**config.mk**
```make
export PLATFORM = sky130hd
export DESIGN_NAME = gene_segment_loader
export DESIGN_NICKNAME = d
export VERILOG_FILES = /design/src/rtl/gene_segment_loader.sv
export SDC_FILE = /design/constraint.sdc
export NUM_CORES = 1
export LEC_CHECK = 0
export BUFFER_PORTS_ARGS = -buffer_cell sky130_fd_sc_hd__buf_2
export CORE_ASPECT_RATIO = 1.4
export CORE_MARGIN = 1
export CORE_UTILIZATION = 57
export CTS_CLUSTER_DIAMETER = 30
export DETAILED_ROUTE_END_ITERATION = 7
export HOLD_SLACK_MARGIN = 0.06
export MAX_ROUTING_LAYER = met4
export PLACE_DENSITY = 0.92
export SYNTH_ARGS = -nofsm -noshare
export SYNTH_HDL_FRONTEND = slang
export SYNTH_SLANG_ARGS = --single-unit
```
**constraint.sdc**
```tcl
create_clock -name CLK -period 4.4 [get_ports CLK]
set_input_delay 0.44 -clock CLK [delete_from_list [all_inputs] [get_ports CLK]]
set_output_delay 0.44 -clock CLK [all_outputs]
set_load 0.1 [all_outputs]
```
**src/rtl/gene_segment_loader.sv**
```systemverilog
// gene_segment_loader
// ---------------------------------------------------------------------------
// Reads one gene from a bank of gene memory and cuts it into overlapping
// segments, one per processing unit. Each segment carries ELEMENT_COUNT new
// elements plus CODON_MAX_LENGTH-1 trailing overlap elements, so a codon that
// straddles a segment boundary is always seen whole by one unit. Segments are
// handed downstream over a valid/ready handshake.
//
// Optional build feature (macro GENE_SEGMENT_LOADER_OVERLAP_REUSE_EN):
//   when defined, segments after the first reuse their overlap elements from
//   the tail of the previous segment instead of re-reading them, which
//   shortens each turnaround by CODON_MAX_LENGTH-1 cycles. Segment contents
//   are identical in both builds.
//
// Ports
//   CLK          clock, rising edge
//   RST_N        asynchronous active-low reset
//   start        pulse, begins a gene load (honoured only when idle)
//   gene_sel     bank to load, latched with start
//   busy         high while a load is in progress (through the done cycle)
//   done         one-cycle pulse after the last segment handshake
//   mem_rd_en    gene memory read strobe
//   mem_sel      gene memory bank select (latched gene_sel)
//   mem_addr     gene memory element address
//   mem_rd_data  gene memory read data, valid one cycle after mem_rd_en
//   seg_valid    a complete segment is presented
//   seg_ready    downstream accepts the segment
//   seg_data     packed segment, element 0 in the least significant bits
//   seg_idx      index of the presented segment (target processing unit)
// ---------------------------------------------------------------------------
module gene_segment_loader #(
  parameter int ELEMENT_SIZE     = 4,
  parameter int CODON_MAX_LENGTH = 5,
  parameter int ELEMENT_COUNT    = 32,
  parameter int GENE_MEM_DEPTH   = 256,
  parameter int GENE_MEM_COUNT   = 2,
  parameter logic [ELEMENT_SIZE-1:0] PAD_VALUE = '0,
  localparam int SEGMENT_SIZE    = ELEMENT_COUNT + CODON_MAX_LENGTH - 1,
  localparam int PROC_UNIT_COUNT = GENE_MEM_DEPTH / ELEMENT_COUNT,
  localparam int SEL_W  = (GENE_MEM_COUNT > 1) ? $clog2(GENE_MEM_COUNT) : 1,
  localparam int ADDR_W = $clog2(GENE_MEM_DEPTH),
  localparam int IDX_W  = (PROC_UNIT_COUNT > 1) ? $clog2(PROC_UNIT_COUNT) : 1
) (
  input  logic                                 CLK,
  input  logic                                 RST_N,
  input  logic                                 start,
  input  logic [SEL_W-1:0]                     gene_sel,
  output logic                                 busy,
  output logic                                 done,
  output logic                                 mem_rd_en,
  output logic [SEL_W-1:0]                     mem_sel,
  output logic [ADDR_W-1:0]                    mem_addr,
  input  logic [ELEMENT_SIZE-1:0]              mem_rd_data,
  output logic                                 seg_valid,
  input  logic                                 seg_ready,
  output logic [SEGMENT_SIZE*ELEMENT_SIZE-1:0] seg_data,
  output logic [IDX_W-1:0]                     seg_idx
);

  // Position within a segment and full-range element address. The address
  // needs one extra bit because the last segment's overlap runs past the end
  // of the bank and must be recognised as padding rather than wrapping.
  localparam int POS_W  = $clog2(SEGMENT_SIZE);
  localparam int FULL_W = ADDR_W + 1;
  localparam int SEG_W  = SEGMENT_SIZE * ELEMENT_SIZE;

  typedef enum logic [2:0] {
    IDLE,
    FILL,
    DRAIN,
    OUT,
    DONE
  } state_t;

  state_t               state;
  state_t               state_nxt;

  logic [IDX_W-1:0]     k;
  logic [POS_W-1:0]     j;
  logic [SEL_W-1:0]     sel;
  logic [FULL_W-1:0]    full_addr;
  logic                 in_range;
  logic                 last_issue;
  logic                 last_seg;
  logic                 handshake;

  logic                 vld_p1;
  logic [POS_W-1:0]     idx_p1;
  logic                 pad_p1;
  logic [SEG_W-1:0]     seg_reg;

  function automatic logic [FULL_W-1:0] element_addr(
    input logic [IDX_W-1:0] seg,
    input logic [POS_W-1:0] pos
  );
    return FULL_W'(seg) * FULL_W'(ELEMENT_COUNT) + FULL_W'(pos);
  endfunction

  function automatic logic [ELEMENT_SIZE-1:0] capture_element(
    input logic                    pad,
    input logic [ELEMENT_SIZE-1:0] data
  );
    return pad ? PAD_VALUE : data;
  endfunction

  assign full_addr  = element_addr(k, j);
  assign in_range   = (full_addr < FULL_W'(GENE_MEM_DEPTH));
  assign last_issue = (j == POS_W'(SEGMENT_SIZE - 1));
  assign last_seg   = (k == IDX_W'(PROC_UNIT_COUNT - 1));
  assign handshake  = (state == OUT) && seg_ready;

  assign mem_sel  = sel;
  assign seg_idx  = k;
  assign seg_data = seg_reg;

  // Control FSM: state register
  always_ff @(posedge CLK or negedge RST_N) begin
    if (!RST_N) begin
      state <= IDLE;
    end else begin
      state <= state_nxt;
    end
  end

  // Control FSM: next state and state-decoded outputs
  always_comb begin
    state_nxt = state;
    busy      = 1'b0;
    done      = 1'b0;
    mem_rd_en = 1'b0;
    mem_addr  = '0;
    seg_valid = 1'b0;
    case (state)
      IDLE: begin
        if (start) begin
          state_nxt = FILL;
        end
      end
      FILL: begin
        busy = 1'b1;
        // Out-of-range addresses still take their cycle but skip the read;
        // the capture stage substitutes the pad value.
        mem_rd_en = in_range;
        mem_addr  = in_range ? full_addr[ADDR_W-1:0] : '0;
        if (last_issue) begin
          state_nxt = DRAIN;
        end
      end
      DRAIN: begin
        busy      = 1'b1;
        state_nxt = OUT;
      end
      OUT: begin
        busy      = 1'b1;
        seg_valid = 1'b1;
        if (seg_ready) begin
          state_nxt = last_seg ? DONE : FILL;
        end
      end
      DONE: begin
        busy      = 1'b1;
        done      = 1'b1;
        state_nxt = IDLE;
      end
      default: begin
        state_nxt = IDLE;
      end
    endcase
  end

  // Segment counter, element position and latched bank
  always_ff @(posedge CLK or negedge RST_N) begin
    if (!RST_N) begin
      k   <= '0;
      j   <= '0;
      sel <= '0;
    end else if ((state == IDLE) && start) begin
      sel <= gene_sel;
      k   <= '0;
      j   <= '0;
    end else if ((state == FILL) && !last_issue) begin
      j <= j + POS_W'(1);
    end else if (handshake && !last_seg) begin
      k <= k + IDX_W'(1);
`ifdef GENE_SEGMENT_LOADER_OVERLAP_REUSE_EN
      // The overlap elements are carried over, so reading resumes just
      // past them.
      j <= POS_W'(CODON_MAX_LENGTH - 1);
`else
      j <= '0;
`endif
    end
  end

  // ---- stage p1: read issued, data returns next cycle ----
  always_ff @(posedge CLK or negedge RST_N) begin
    if (!RST_N) begin
      vld_p1 <= 1'b0;
    end else begin
      vld_p1 <= (state == FILL);
    end
  end

  always_ff @(posedge CLK) begin
    idx_p1 <= j;
    pad_p1 <= !in_range;
  end

  // ---- stage p2: element written into the segment register ----
`ifdef GENE_SEGMENT_LOADER_OVERLAP_REUSE_EN
  localparam int OVL_W = (CODON_MAX_LENGTH - 1) * ELEMENT_SIZE;
`endif

  always_ff @(posedge CLK or negedge RST_N) begin
    if (!RST_N) begin
      seg_reg <= '0;
    end else if (vld_p1) begin
      for (int e = 0; e < SEGMENT_SIZE; e++) begin
        if (idx_p1 == POS_W'(e)) begin
          seg_reg[e*ELEMENT_SIZE +: ELEMENT_SIZE] <= capture_element(pad_p1, mem_rd_data);
        end
      end
    end
`ifdef GENE_SEGMENT_LOADER_OVERLAP_REUSE_EN
    else if (handshake && !last_seg) begin
      // The tail of the accepted segment is the head of the next one.
      seg_reg[OVL_W-1:0] <= seg_reg[SEG_W-1 -: OVL_W];
    end
`endif
  end

endmodule

```
== Word level (Yosys, flattened, before mapping) ==
Cells that the tools add are included.
Word-level totals
  input port bits: 9
  logic and storage cells: 160
  flip-flop bits (word level): 165
  output and inout bits: 160
Operators by class
  reduce and logical (&&, ||, !) cells: 50
  equality and inequality tests: 45
  mux-type cells: 18
  $add $sub $neg: 3
  order comparisons: 1
Operator list (count)
  6-bit by 5-bit == test with 1-bit output (second input constant): 16
  2-bit AND reduction: 37
  6-bit by 4-bit == test with 1-bit output (second input constant): 8
  6-bit == test (second input constant): 5
  6-bit by 3-bit == test with 1-bit output (second input constant): 4
  3-bit 2-to-1 mux: 7
  6-bit 2-to-1 mux: 3
  8-bit 2-to-1 mux: 2
  6-bit by 2-bit == test with 1-bit output (second input constant): 2
  3-bit case mux with 4 select lines: 1
  8-bit by 6-bit adder with 9-bit output: 1
  9-bit < comparator (second input constant): 1
  2-bit inequality test (second input constant): 4
  6-bit by 1-bit adder with 6-bit output (second input constant): 1
  3-bit by 2-bit == test with 1-bit output (second input constant): 2
  3-bit == test (second input constant): 2
  6-bit by 1-bit == test with 1-bit output (second input constant): 1
  6-bit logical NOT: 1
  1-bit logical AND: 4
  1-bit 2-to-1 mux: 4
  4-bit 2-to-1 mux: 1
  4-bit OR reduction: 1
  3-bit by 1-bit adder with 3-bit output (second input constant): 1
  3-bit by 1-bit == test with 1-bit output (second input constant): 1
  other kinds (5): 7

== Depth between registers and ports, before layout ==
Gate-level depths: netlist of the first run.
  depth in word-level cells: 6
  gate-level depth with buffers: 5
  mapped depth without buffers: 5

== Worst setup path after synthesis of the first run ==
OpenSTA, ideal clock, no wires.
  path kind: flip-flop to output port
  start: reg k[0], in the netlist seg_idx[0]
  end: out mem_addr[2]
  path slack: 248 ps
  arrival: 3712 ps
  cell stages (with the launch flop): 6
  buffers on the path: 1
  cell sequence: dfrtp_1 -> ha_1 -> and3_1 -> clkbuf_1 -> nor2_1 -> and2_1
Between the ends
  cells in the longest elaborated chain, start to end: 4
RTL lines
  start, declared: RTL line 78  | logic [IDX_W-1:0] k;
  start signal, assigned: RTL line 184  | k <= k + IDX_W'(1);
  8-bit by 6-bit adder with 9-bit output: RTL line 96  | return FULL_W'(seg) * FULL_W'(ELEMENT_COUNT) + FULL_W'(pos);
  via full_addr[8]: RTL line 81  | logic [FULL_W-1:0] full_addr;
  9-bit < comparator: RTL line 107  | assign in_range = (full_addr < FULL_W'(GENE_MEM_DEPTH));
  8-bit 2-to-1 mux: RTL line 144  | mem_addr = in_range ? full_addr[ADDR_W-1:0] : '0;
  8-bit 2-to-1 mux: RTL line 133  | case (state)
  end, declared: RTL line 52  | output logic [ADDR_W-1:0] mem_addr,
The timed path passes the listed nets, and every way through them passes these cells.

== Final worst setup path of the first run ==
  start: reg state[2]
  end: out mem_addr[2]
Between the ends
  cells in the longest elaborated chain, start to end: 2
RTL lines
  start, declared: RTL line 75  | state_t state;
  start signal, assigned: RTL line 121  | state <= state_nxt;
  3-bit by 1-bit == test with 1-bit output: RTL line 133
  8-bit 2-to-1 mux: RTL line 133
No other way between the ends.

==> out/results.tsv, run 1 <==
stage	metric	value	unit
global_routing	global-route wire length before repair	25600	µm
clock_tree	H-Tree Depth	4	
critical_path	required time of the critical path	3960	ps
power	Pwr Density	760	nW/µm²
drt	Wirelength per Cell	19.8	µm
floorplan	top-level I/O count	169	
placement	number of port buffers	168	
sta	number of hold-slack violations in the final timing report	0	
floorplan	total number of placement rows	46	
drt	drt initial violations	162	
sta	Final setup violation count	0	
yosys	most used flip-flop cell after synthesis	dfrtp_1	
sta	Fin Hold WS	267	ps
finish	relative area change from synthesis to final layout	23.0	%
finish	non-filler cells in the finished layout	794	
floorplan	width of the chip	94.4	µm
power	reported leakage power	3.82	nW
sta	slew at the pin with the worst max-slew slack	674	ps
hold_path	Tightest Hold Check Type	primary input to register	
yosys	cell area after synthesis	6810	µm²
critical_path	class of the most critical setup path	register to output pin	
critical_path	critical path's top delay family	simple AND/OR/NAND/NOR gates	
critical_path	highest cell delay on the worst timing path	630	ps
global_routing	largest net degree at the start of global routing	68	
yosys	number of enable-type register cells in the synthesized netlist	0	
drt	routed via count	4502	
yosys	Compound-Gate Fraction of Synth Area	2.06	%
critical_path	startpoint type of the worst setup path	register	
critical_path	buffer and inverter count on the worst path	1	
placement	Placed Cells incl. Taps	764	
clock_tree	root cell of the clock tree	clkbuf_16	
yosys	FFs w/ async S/R, synth	95.8	%
hold_path	number of cells on the worst hold path	2	
power	worst voltage drop across the vdd grid	0.974	mV
finish	n_diodes	0	
yosys	mean instance size in the synthesized netlist	14.3	µm²
finish	Nets	654	
sta	pins over their slew limit	0	
run	max-cap check violation count	0	
global_routing	antenna violations before repair	0	
critical_path	Reg2Reg Depth	3	
drt	DRC violations left	0	
yosys	number of synthesized register bits	165	
sta	Fmax	361	MHz
critical_path	CP Cell Sequence	or3b_2 > nor2_1 > and2_1 > buf_2	
yosys	total nets after synthesis	490	
yosys	gate count after technology mapping	476	
critical_path	Crit. path cell count	4	
drt	antenna violation net count after detailed routing	0	
finish	fraction of final layout cells sized beyond drive strength 1	56.5	%
sta	tightest slew margin relative to the limit	54.7	%
sta	unrepaired setup endpoints after global routing	no	
placement	Detailed Place HPWL	11000	µm
floorplan	die height	131	µm
clock_tree	Clock Pin Slew Worst Setup and Hold Paths	60	ps
sta	Tcrit/Tclk final	62.9	%
global_routing	All-Layer GR Usage	28.2	%
run_status	outcome	finished clean	
yosys	share of the yosys chip area belonging to registers	60.1	%
global_routing	GRT overflow	0	
floorplan	initial core utilization	59.4	%
yosys	main combinational cell family by area after synthesis	multiplexers	
yosys	Post-Synth XOR/XNOR Area	0.386	%
critical_path	cell with the biggest individual delay on the critical path	or3b_2	
sta	time the final worst path needs with I/O delays and setup	2770	ps
clock_tree	clock tree from TritonCTS	built	
sta	setup skew after layout	6.21	ps
global_routing	vias in the first global route	4794	
placement	Final GP Congestion	0.925	
yosys	adder and majority cell fraction of the synthesized area	0.919	%
sta	aggregate negative setup slack	0	ps
drt	Pre-Repair DR Iteration Count	4	
clock_tree	clock latency of the later-clocked register in the worst-skew pair	410	ps
yosys	Simple-Gate Fraction of Synth Area	9.74	%
yosys	number of distinct library cell variants in the gate-level netlist after synthesis	49	
critical_path	capturing element type of the critical path	output pin	
drt	ratio of routed vias to standard cells	5.67	
clock_tree	buffers from clock root to sink, at most	2	
floorplan	area of the die	12400	µm²
critical_path	CP Max Fanout	13	
drt	Routed Wire Length	15700	µm
clock_tree	total clock buffers created by CTS	17	
yosys	post-synthesis mux area share	24.3	%
floorplan	standard cell core area	11500	µm²
power	total chip power	6.37	mW
critical_path	data arrival at the endpoint of the critical path	2330	ps
clock_tree	number of clock sinks	165	
yosys	warning count from the yosys run	0	
==> cells in the mapped netlist, drive strengths merged, types with 4 or more instances <==
| cell type | count | share of area [%] |
|---|---|---|
| ha | 5 | 0.92 |
| nand3 | 13 | 0.96 |
| buf | 8 | 0.72 |
| nor2 | 7 | 0.39 |
| nor2b | 9 | 0.83 |
| mux2 | 145 | 24 |
| nand2 | 16 | 0.92 |
| dfxtp | 7 | 2.1 |
| nor3 | 17 | 2.1 |
| nor4b | 4 | 0.70 |
| and2 | 6 | 0.57 |
| o211ai | 4 | 0.44 |
| nand2b | 5 | 0.46 |
| nand4 | 4 | 0.37 |
| dfrtp | 158 | 58 |
| inv | 9 | 0.50 |
| o21ai | 4 | 0.35 |
| clkbuf | 22 | 1.3 |
==> worst register-to-register path, stage by stage (launching register included) <==
cell	delay [ps]
dfxtp_1	670
nand2_1	400
nor3_1	620
mux2_2	410
==> layout by cell type (no fill, tap or decap), types with 2 or more instances in the layout <==
cell        Yosys  routed
clkinv_2        0       2
nor2_1          7       7
a21oi_1         2       2
nor3_4          5       5
nand2b_1        5       5
nor2b_2         0       4
nand2_1        15      15
nand3b_1        2       2
bufinv_16       0       4
mux2i_1         2       2
o31ai_1         2       2
buf_2           6     167
inv_1           9       9
clkbuf_16       0      17
nor3_1         12      12
buf_4           1       6
o211ai_1        4       4
ha_1            5       5
and2_1          5       5
clkinvlp_4      0       2
nand4_1         4       4
nor2b_1         9       5
nor4b_2         2       2
nor4_4          2       2
or3_1           2       2
clkbuf_8        0       2
dfxtp_1         7       7
mux2_2        145     145
nand3_1        13      13
dfrtp_1       158     158
o21ai_0         3       3
xnor2_1         3       3
and3_1          2       2
nor4b_1         2       2
and3b_1         2       2
==> what timing repair did <==
item,in CTS,in global routing
hold buffers,1,0
gates resized for setup,0,0
hold endpoints to repair,65,0
buffers inserted,0,0
endpoints found under the setup margin,0,0
==> layer usage <==
layer / track usage [%] / vias to the layer above / part of all wire, %
li1: - / 2013 / -
met1: 32.4 / 2301 / 39
met2: 48.4 / 163 / 54
met3: 5.96 / 25 / 5.1
met4: 9.40 / 0 / 2.2
met5: - / - / 0
==> flip-flops by register name (all words and copies together), names as in the netlist <==
name,count
seg_data,144
idx_p1,6
j,6
seg_idx,3
state,3
mem_sel,1
pad_p1,1
vld_p1,1
==> logic make-up after synthesis <==
kind of cell,count (synthesis)
xor gates and xnor gates,3
adders and majority gates,5
muxes,147
DFF,165
and+or+nand+nor,98
AOI/OAI and AO/OA,19
buffers and inverters,39
==> layout make-up <==
class                           count  area (µm²)
Clock buffer                       20         457
Clock inverter                      9         154
Sequential cell                   165        4090
Timing Repair Buffer              175         902
Inverter                            9        33.8
Tap cell                          144         180
Multi-Input combinational cell    272        2550
Fill cell                         732        3080
==> through the flow <==
step,util [%],worst slack (ps),cell area [µm²]
floorplan,-,248,6810
global placement,67.7,2150,7750
detailed placement,67.7,2090,7750
CTS,73.1,1630,8380
finish,73.1,1630,8380
global route,73.1,1510,8380
==> final timing paths <==
check	from	endpoint	slack, ps
min	gene_sel	mem_sel$_DFFE_PN0P_	270
max in group asynchronous	RST_N	seg_data[26]$_DFFE_PN0P_	2760
max	state[2]$_DFFE_PN0P_	mem_addr[2]	1630
min in group asynchronous	RST_N	seg_data[121]$_DFFE_PN0P_	590
max reg2reg	idx_p1[0]$_DFF_P_	seg_data[110]$_DFFE_PN0P_	2180
min reg2reg	j[1]$_DFFE_PN0P_	idx_p1[1]$_DFF_P_	480
==> power breakdown <==
part           total (mW)  internal [mW]  switching [mW]
clock network        1.53          0.969           0.563
logic                2.83          0.516            2.32
registers            2.00           1.76           0.238
Note: power is estimated with default switching activity, not from simulation.
==> run 2: changes to the inputs <==
--- a/config.mk
+++ b/config.mk
@@ -8,12 +8,12 @@
 export BUFFER_PORTS_ARGS = -buffer_cell sky130_fd_sc_hd__buf_2
 export CORE_ASPECT_RATIO = 1.4
 export CORE_MARGIN = 1
-export CORE_UTILIZATION = 57
+export CORE_UTILIZATION = 48
 export CTS_CLUSTER_DIAMETER = 30
 export DETAILED_ROUTE_END_ITERATION = 7
 export HOLD_SLACK_MARGIN = 0.06
 export MAX_ROUTING_LAYER = met4
-export PLACE_DENSITY = 0.92
+export PLACE_DENSITY = 0.83
 export SYNTH_ARGS = -nofsm -noshare
 export SYNTH_HDL_FRONTEND = slang
 export SYNTH_SLANG_ARGS = --single-unit
==> constraint.sdc (replaced) <==
create_clock -name CLK -period 2.3 [get_ports CLK]
set_input_delay 0.23 -clock CLK [delete_from_list [all_inputs] [get_ports CLK]]
set_output_delay 0.23 -clock CLK [all_outputs]
set_load 0.1 [all_outputs]
==> out/results.tsv, run 2 (same netlist as run 1, synthesis figures left out) <==
stage	metric	value	unit
sta	number of hold-slack violations in the final timing report	0	
floorplan	total number of placement rows	51	
sta	Fmax	443	MHz
critical_path	CP Cell Sequence	or3b_4 > inv_1 > and2_1 > buf_6	
clock_tree	total clock buffers created by CTS	17	
critical_path	startpoint type of the worst setup path	register	
clock_tree	H-Tree Depth	4	
drt	drt initial violations	124	
drt	Routed Wire Length	16600	µm
power	Pwr Density	1430	nW/µm²
floorplan	width of the chip	103	µm
finish	most common library cell in the layout ignoring fill and taps	buf_2	
finish	relative area change from synthesis to final layout	27.4	%
clock_tree	number of buffers added for setup after CTS	0	
floorplan	area of the die	14700	µm²
sta	tightest slew margin relative to the limit	55.1	%
clock_tree	Clock Pin Slew Worst Setup and Hold Paths	60	ps
critical_path	data arrival at the endpoint of the critical path	2030	ps
global_routing	GRT overflow	0	
global_routing	largest net degree at the start of global routing	63	
global_routing	vias in the first global route	4695	
drt	antenna violation net count after detailed routing	0	
floorplan	initial core utilization	49.2	%
critical_path	critical path's top delay family	simple AND/OR/NAND/NOR gates	
placement	Final GP Congestion	0.824	
placement	number of port buffers	168	
run	max-cap check violation count	0	
drt	Pre-Repair DR Iteration Count	4	
sta	slew at the pin with the worst max-slew slack	664	ps
finish	Nets	669	
hold_path	Tightest Hold Check Type	primary input to register	
power	total chip power	12.4	mW
clock_tree	buffers from clock root to sink, at most	2	
critical_path	buffer and inverter count on the worst path	2	
sta	Tcrit/Tclk final	98.1	%
finish	fraction of final layout cells sized beyond drive strength 1	59.6	%
drt	DRC violations left	0	
critical_path	required time of the critical path	2070	ps
placement	Detailed Place HPWL	11600	µm
clock_tree	clock tree from TritonCTS	built	
drt	routed via count	4583	
critical_path	CP Max Fanout	13	
finish	number of flip-flops in the largest register	144	
finish	n_diodes	0	
clock_tree	number of clock sinks	165	
sta	time the final worst path needs with I/O delays and setup	2260	ps
clock_tree	clock latency of the later-clocked register in the worst-skew pair	420	ps
power	worst voltage drop across the vdd grid	1.89	mV
critical_path	highest cell delay on the worst timing path	520	ps
sta	pins over their slew limit	0	
critical_path	class of the most critical setup path	register to output pin	
critical_path	cell with the biggest individual delay on the critical path	or3b_4	
floorplan	die height	143	µm
global_routing	global-route wire length before repair	25700	µm
floorplan	top-level I/O count	169	
floorplan	standard cell core area	13800	µm²
run_status	outcome	finished clean	
global_routing	All-Layer GR Usage	24.2	%
sta	Worst Slack Setup Final	43.1	ps
sta	Final setup violation count	0	
power	reported leakage power	3.92	nW
drt	ratio of routed vias to standard cells	5.37	
clock_tree	root cell of the clock tree	clkbuf_16	
sta	setup skew after layout	15.1	ps
global_routing	antenna violations before repair	0	
critical_path	capturing element type of the critical path	output pin	
drt	Wirelength per Cell	19.5	µm
finish	leading cell types in the layout, fill and taps excluded	160 x buf_2, 154 x dfrtp_1, 145 x mux2_2	
placement	worst setup slack before clock tree synthesis	327	ps
run 2: cell count changes in the layout (fill, tap and decap cells not counted), moves of 2 or more:
cell	change
buf_4	+15
buf_2	-7
buf_6	+5
and2_1	-4
and2_4	+4
dfrtp_1	-4
clkinv_4	+3
dfrtp_2	+3
nor3_1	-3
nor3_4	+3
bufinv_16	-2
clkbuf_8	+2
clkinv_2	-2
run 2: worst paths after layout:
check | start | slack [ps] | end | depth (start not counted)
setup / recovery | state[1]$_DFFE_PN0P_ | 40 | mem_addr[5] | 4
hold / removal | seg_ready | 130 | state[2]$_DFFE_PN0P_ | 3
setup reg to reg | vld_p1$_DFF_PN0_ | 340 | seg_data[48]$_DFFE_PN0P_ | 3
hold reg to reg | j[0]$_DFFE_PN0P_ | 490 | idx_p1[0]$_DFF_P_ | 0
max in group asynchronous | RST_N | 1190 | seg_data[95]$_DFFE_PN0P_ | 3
min in group asynchronous | RST_N | 360 | seg_data[140]$_DFFE_PN0P_ | 2
run 2: worst register-to-register path, cell delays in order (launching register included):
cell and delay (ps):
dfrtp_1 390, or3b_1 610, nor4_4 450, mux2_2 390
run 2: final cells by class:
type                    count  area [µm²]
well taps                 185         231
multi-input cells         272        2630
flip-flops and latches    165        4100
clock inverters             9         119
repair buffers            190        1070
inverters                   9        33.8
fillers                  1057        5170
clock buffers              23         488
run 2: report_power, final:
part | switching, mW | total (mW) | internal, mW
Clock | 1.15 | 2.87 | 1.73
Sequential | 0.435 | 3.82 | 3.38
Combinational | 4.56 | 5.72 | 1.16
Total | 6.14 | 12.4 | 6.26
run 2: what timing repair did:
action / 4_1_cts / 5_1_grt
resized for setup: 7 / 6
hold endpoints to repair: 58 / 0
endpoints found under the setup margin: 7 / 7
hold buffers: 2 / 0
run 2: stage by stage:
stage,TNS [ps],cells,hold WS (ps),utilization (%),cell area [µm²]
after global routing,-26.3,853,147,62.6,8670
after CTS,0,853,119,62.5,8650
after global placement,0,819,230,57.8,8010
after detailed placement,0,819,246,57.8,8010
final,0,853,128,62.6,8670
after floorplan,-229,476,-65.6,-,6910
run 2: metal layers:
| layer | track usage (%) | wire, µm | up-vias |
|---|---|---|---|
| met4 | 7.59 | 300 | 0 |
| met2 | 43.3 | 9140 | 137 |
| met5 | - | 0 | - |
| li1 | - | - | 2046 |
| met3 | 4.31 | 650 | 24 |
| met1 | 27.1 | 6510 | 2376 |
